--- config.mk ---
export PLATFORM = sky130hd
export DESIGN_NAME = hazard_ctrl
export DESIGN_NICKNAME = d
export VERILOG_FILES = /design/src/rtl/hazard_ctrl.sv
export SDC_FILE = /design/constraint.sdc
export NUM_CORES = 1
export LEC_CHECK = 0
export ABC_AREA = 1
export CORE_MARGIN = 3
export CORE_UTILIZATION = 30
export DETAILED_ROUTE_END_ITERATION = 10
export GPL_ROUTABILITY_DRIVEN = 0
export GPL_TIMING_DRIVEN = 0
export SLEW_MARGIN = 20
export SYNTH_ARGS = -nofsm -noshare
export SYNTH_HDL_FRONTEND = slang
export SYNTH_SLANG_ARGS = --single-unit
--- constraint.sdc ---
create_clock -name clk_i -period 2.1 [get_ports clk_i]
set_input_delay 0.42 -clock clk_i [delete_from_list [all_inputs] [get_ports clk_i]]
set_output_delay 0.42 -clock clk_i [all_outputs]
set_load 0.005 [all_outputs]
--- src/rtl/hazard_ctrl.sv ---
// Pipeline hazard controller: load-use stall FSM, branch flush, data-memory
// wait freeze and a saturating stall-cycle counter for the 5-stage core.
module hazard_ctrl #(
  parameter int AW         = 5,
  parameter int LOAD_STALL = 1,
  parameter int STORE_FWD  = 1,
  parameter int CNT_W      = 16
) (
  input  logic             clk_i,
  input  logic             reset_i,
  input  logic [AW-1:0]    id_rs1_i,
  input  logic [AW-1:0]    id_rs2_i,
  input  logic             id_rs1_used_i,
  input  logic             id_rs2_used_i,
  input  logic             id_mem_w_i,
  input  logic [AW-1:0]    ex_rd_i,
  input  logic             ex_mem_rd_i,
  input  logic             br_flush_i,
  input  logic             mem_req_i,
  input  logic             mem_ready_i,
  input  logic             cnt_clr_i,
  output logic             pc_en_o,
  output logic             ifid_en_o,
  output logic             idex_en_o,
  output logic             exmem_en_o,
  output logic             ifid_flush_o,
  output logic             idex_flush_o,
  output logic             memwb_flush_o,
  output logic             load_stall_o,
  output logic [CNT_W-1:0] stall_cnt_o
);

  typedef enum logic {RUN, LSTALL} state_t;

  localparam logic [1:0]       STALL_INIT = 2'(LOAD_STALL - 1);
  localparam logic [CNT_W-1:0] CNT_MAX    = '1;

  state_t     state, state_nxt;
  logic [1:0] cnt, cnt_nxt;
  logic       m1, m2, hazard, memwait, store_fwd;

  assign store_fwd = (STORE_FWD != 0);
  assign m1        = id_rs1_used_i & (id_rs1_i == ex_rd_i);
  // A store that only needs the load result as write data gets it forwarded later.
  assign m2        = id_rs2_used_i & (id_rs2_i == ex_rd_i)
                     & ~(store_fwd & id_mem_w_i & ~m1);
  assign hazard    = ex_mem_rd_i & (ex_rd_i != '0) & (m1 | m2);
  assign memwait   = mem_req_i & ~mem_ready_i;

  assign load_stall_o = (state == LSTALL);

  always_ff @(posedge clk_i or posedge reset_i) begin
    if (reset_i) begin
      state <= RUN;
      cnt   <= '0;
    end else begin
      state <= state_nxt;
      cnt   <= cnt_nxt;
    end
  end

  always_comb begin
    state_nxt     = state;
    cnt_nxt       = cnt;
    pc_en_o       = 1'b1;
    ifid_en_o     = 1'b1;
    idex_en_o     = 1'b1;
    exmem_en_o    = 1'b1;
    ifid_flush_o  = 1'b0;
    idex_flush_o  = 1'b0;
    memwb_flush_o = 1'b0;
    // A pending branch flush stays frozen in EX during memwait and re-presents afterwards.
    if (memwait) begin
      pc_en_o       = 1'b0;
      ifid_en_o     = 1'b0;
      idex_en_o     = 1'b0;
      exmem_en_o    = 1'b0;
      memwb_flush_o = 1'b1;
    end else if (br_flush_i) begin
      ifid_flush_o = 1'b1;
      idex_flush_o = 1'b1;
      state_nxt    = RUN;
      cnt_nxt      = '0;
    end else if ((state == RUN && hazard) || state == LSTALL) begin
      pc_en_o      = 1'b0;
      ifid_en_o    = 1'b0;
      idex_flush_o = 1'b1;
      if (state == RUN) begin
        if (LOAD_STALL > 1) begin
          state_nxt = LSTALL;
          cnt_nxt   = STALL_INIT;
        end
      end else begin
        cnt_nxt = cnt - 2'd1;
        if (cnt == 2'd1) state_nxt = RUN;
      end
    end
  end

  always_ff @(posedge clk_i or posedge reset_i) begin
    if (reset_i) begin
      stall_cnt_o <= '0;
    end else if (cnt_clr_i) begin
      stall_cnt_o <= '0;
    end else if (!pc_en_o && stall_cnt_o != CNT_MAX) begin
      stall_cnt_o <= stall_cnt_o + CNT_W'(1);
    end
  end

endmodule

[Word-level counts from Yosys, hierarchy flattened]
Cells that the tools add are included.
Operators by class
  $add $sub $neg: 2
  multiply operators: 0
  divide/modulo/power cells: 0
  $lt $le $gt $ge: 0
  equal/unequal tests: 4
  shifts and indexed selects: 0
  mux-type cells: 19
  bitwise gates (word level): 13
  reductions and logical operators: 10
Operators by type and width (number)
  $mux W16: 2
  $add A16 B1 Y16 const B: 1
  $ne A16 B16 Y1 const B: 1
  $mux W1: 14
  $eq A5 B5 Y1: 2
  $and A1 B1 Y1: 7
  $mux W2: 3
  $reduce_bool A2 Y1: 3
  $not A1 Y1: 5
  $reduce_bool A5 Y1: 1
  $reduce_and A3 Y1: 1
  $eq A2 B1 Y1 const B: 1
  $logic_and A1 B1 Y1: 2
  $reduce_and A2 Y1: 1
  $sub A2 B1 Y2 const B: 1
  $logic_not A1 Y1: 1
  $logic_or A1 B1 Y1: 1
  $or A1 B1 Y1: 1
Storage, ports and cells
  register bits after elaboration: 19
  latch bits: 0
  RAM bits: 0
  memory bits (read-only): 0
  input port bits: 25
  output and inout bits: 24
  memories kept: 0

[Logic depth before layout (Yosys ltp)]
  word-level depth: 17
  depth in mapped cells: 13
  depth with buffers taken out: 12

[Worst setup path after synthesis]
OpenSTA, ideal clock, no wires.
  kind: reg-to-reg
  start: reg stall_cnt_o[0]
  end: reg stall_cnt_o[10]
  arrival time: 1.538 ns
  required time: 1.982 ns
  path slack: 0.444 ns
  cell stages (with the launch flop): 11
  buffers on the path: 1
  clock period less this slack: 1.656 ns
  path through: dfrtp_1 ha_1 nand2_1 nor3_4 nand3_2 nand3b_4 nand3_4 nand2_4 buf_6 nand2_1 nand2_1
Between the ends
  word-level cells in the longest chain between the ends: 3
  elaborated cells on any way between the ends: 6
  those cells by class: 1 x add/sub; 1 x eq/ne; 2 x mux; 2 x reduce/logical
RTL lines
  start, declared: line 30  | output logic [CNT_W-1:0] stall_cnt_o
  start signal, assigned: line 106  | stall_cnt_o <= stall_cnt_o + CNT_W'(1);
  $add A16 B1 Y16 or $ne A16 B16 Y1 (tied branches): line 106, 105
  $mux W16 or $logic_and A1 B1 Y1 (tied branches): line 105  | end else if (!pc_en_o && stall_cnt_o != CNT_MAX) begin
  $mux W16 or $reduce_bool A2 Y1 (tied branches)
Several ways; a longest one is shown, not always the timed one. The select of a mux whose other input is x is not followed.
A chain may end at the register's enable or synchronous reset.

[Final worst setup path]
  start: in id_rs1_used_i
  end: out pc_en_o
Between the ends
  word-level cells in the longest chain between the ends: 12
RTL lines
  start, declared: line 13  | input logic id_rs1_used_i,
  $and A1 B1 Y1 *: line 43  | assign m1 = id_rs1_used_i & (id_rs1_i == ex_rd_i);
  $not A1 Y1: line 46  | & ~(store_fwd & id_mem_w_i & ~m1);
  $and A1 B1 Y1: line 46
  $not A1 Y1: line 46
  $and A1 B1 Y1: line 46
  $or A1 B1 Y1 *: line 47  | assign hazard = ex_mem_rd_i & (ex_rd_i != '0) & (m1 | m2);
  $and A1 B1 Y1 *: line 47
  $logic_and A1 B1 Y1 *: line 84  | end else if ((state == RUN && hazard) || state == LSTALL) begin
  $logic_or A1 B1 Y1 *: line 84
  $mux W1 *: line 84
  $mux W1 *: line 79  | end else if (br_flush_i) begin
  $mux W1 *: line 73  | if (memwait) begin
  end, declared: line 22  | output logic pc_en_o,
Mark *: on every way between the ends. The rest lies on a longest branch, timed or not.

==> metrics.yaml <==
fin_crit_sh_pct: 96.2
cpMostUsedCell: "nand2_2"
drv_cap: 0
synth_cells: 234
nNetsFinal: 316
slew_viol_final: 0
worst_slack_ns: 0.0807
cp-start-kind: "primary input"
final_area_mm2: 0.00214
die_h_um: 76.8
timing.hold.ws_ns: 0.529
intPower_uw: 605
arrival_ns: 1.60
worst_pin_slew_ns: 0.743
comb_power_share_pct: 23.0
hold_path_class: "register to register"
synth_top_cell_by_area: "dfrtp_1"
cts_htree_levels: 1
slowest_delay_ns: 0.45
final_layout_size_suffix_gt1_share_pct: 11.8
powerDensity_mw_per_mm2: 400
critPathCaptureType: "output port"
p_leak_uw: 0.00114
via_per_inst: 4.36
slew_headroom_pct: 50.4
ys_seq_area_share_pct: 31.6
p_clk_share_pct: 31.2
netlist_area_mm2: 0.00151
num_antenna_cells: 0
fillCellCount: 517
synthTopCellsByArea: "dfrtp_1 (32%), nand2_1 (20%), nor2_1 (9.7%), nand3_1 (8.0%), inv_1 (6.5%)"
insertion_delay_ns: 0.26
yosysUniqueCellTypes: 27
clock_sink_count: 19
finClkSkew_ns: 0.00111
critPathMaxFanout: 3
cts_buffers: 3
post_drt_wl_per_cell_um: 10.9
antenna_found_initial: 0
hpwl_um: 2920
finalHoldViolCount: 0
die_area_mm2: 0.00590
path_cells: "clkdlybuf4s50_1 > nand2_1 > nor2_1 > nand3_1 > nand2_1 > nand2_2 > nand2_2 > nand2_2 > buf_6 > buf_6"
grt_max_degree: 20
slowest_stage: "clkdlybuf4s50_1"
crit_required_ns: 1.68
vias: 1549
period_minus_slack_ns: 2.02
syn-num-nets: 261
die_w_um: 76.8
ys.flop_type: "dfrtp_1"
p_switching_uw: 251
dp_slack_ns: -0.574
drt_first_pass_iters: 4
seq_power_share_pct: 45.7
drt_iter0_drc: 94
cts_tree: "done"
areaGrowthSynthToFinish_pct: 42.1
fin_total_pwr_uw: 856
rows: 25
placed_area_mm2: 0.00206
clk_pin_slew_worst_paths_ns: 0.08
synth_most_common_cell: "nand2_1"
synth_edf_count: 0
ant_nets: 0
yosys_warnings: 0
critPathKind: "primary input to output port"
rsz0062_at_grt: "false"
globalRouteTotalUtil_pct: 13.6
setup_tns_ns: 0
swShare_pct: 29.3
cts_root_buf: "clkbuf_8"
routed_wirelength_um: 3870
outcome: "finished, final reports clean"
finalSetupViolCount: 0
peakVddDrop_mv: 0.309
yosys-top-cells-count: "nand2_1 (79), nor2_1 (39), inv_1 (26), nand3_1 (24), dfrtp_1 (19)"
ioPinCount: 49
start_util_pct: 31.5
ctsHoldBuffers: 0
drc: 0
synth-seq-cells: 19
core_mm2: 0.00479
post_synth.cell_area_avg_um2: 6.43
clk_path_buf_depth: 2
yosysTopAreaCellShare_pct: 31.6
async_reset_ff_share_pct: 100
grt_pass1_vias: 1446
gr-total-overflow: 0
port_buffers: 47
grt_pass1_wl_um: 6780
fmax_ghz: 0.495
==> path summary, 6_finish.rpt <==
kind	startpoint	endpoint	slack [ns]	cells after the start
worst min-delay path	cnt[0]	cnt[0]	0.53	1
worst max-delay path	id_rs1_used_i	pc_en_o	0.08	10
min in group asynchronous	reset_i	stall_cnt_o[1]	0.58	2
worst max register to register	stall_cnt_o[0]	stall_cnt_o[9]	0.19	10
worst min register to register	cnt[0]	cnt[0]	0.53	1
max in group asynchronous	reset_i	stall_cnt_o[12]	1.06	2
==> cell families (layout without fill, tap and decap cells) <==
family          after synthesis  count (layout)  share of synthesized area, %
fa+ha+maj                     2               2                          1.66
flops                        19              19                          31.6
xor+xnor                     13              13                          7.56
compound gates                6               6                          2.24
simple gates                156             156                          46.0
buf+inv                      38              92                          11.0
==> placed cells by master (no fill, tap or decap), types with 2 or more instances in the layout <==
cell / n
dlygate4sd2_1: 15
inv_1: 23
clkbuf_1: 3
xnor2_1: 2
clkbuf_8: 3
nand2_2: 4
nand2_1: 76
dfrtp_1: 19
ha_1: 2
nor3_1: 3
o21ai_0: 3
buf_2: 2
nand4_1: 3
clkdlybuf4s50_1: 24
nor2_1: 36
buf_6: 5
inv_2: 7
nand3_1: 24
nor2_2: 2
xor2_1: 11
dlymetal6s2s_1: 4
buf_4: 3
==> critical path: cells and delay by family <==
family                 cells  cell delay [ns]
buffers and inverters      3             0.66
AND/OR/NAND/NOR            7             0.52
==> power groups by stage <==
stage	Sequential (µW)	Clock (µW)	Combinational (µW)
4_1_cts	392	278	199
6_report	391	267	197
5_1_grt	394	290	222
2_1_floorplan	395	0	96.0
3_5_place_dp	398	0	201
3_3_place_gp	399	0	200
==> metrics by stage <==
| step | utilization, % | cells |
|---|---|---|
| after floorplan | - | 234 |
| after global placement | 43.0 | 348 |
| after detailed placement | 43.0 | 348 |
| after CTS | 44.3 | 355 |
| after global routing | 44.7 | 355 |
| final | 44.7 | 355 |
==> layer usage <==
| layer | GRT usage [%] | wire length (µm) | vias to the layer above | share of wire (%) |
|---|---|---|---|---|
| met4 | 1.63 | 0 | 0 | 0 |
| met1 | 19.9 | 1990 | 679 | 51 |
| met5 | 0 | 0 | - | 0 |
| li1 | - | - | 829 | - |
| met2 | 20.5 | 1660 | 41 | 43 |
| met3 | 3.52 | 226 | 0 | 5.8 |
==> layout make-up <==
cell class | instances | area [µm²] | area share, %
buffer | 7 | 52.6 | 2.46
clock buffer | 3 | 41.3 | 1.93
clock inverter | 1 | 5.00 | 0.234
inverter | 31 | 116 | 5.44
multi-input combinational | 177 | 885 | 41.4
sequential | 19 | 475 | 22.2
tap | 67 | 83.8 | 3.92
timing repair buffer | 50 | 479 | 22.4
==> registers in the layout, summed over array words and instances (netlist names) <==
signal / count
load_stall_o: 1
stall_cnt_o: 16
cnt: 2
==> repair_timing <==
item / 4_1_cts / 5_1_grt
pin swaps: 11 / 10
setup endpoints to repair: 7 / 5
gates resized for setup: 38 / 8
setup buffers: 3 / 0
No activity file was read; power rests on OpenSTA's default activity.
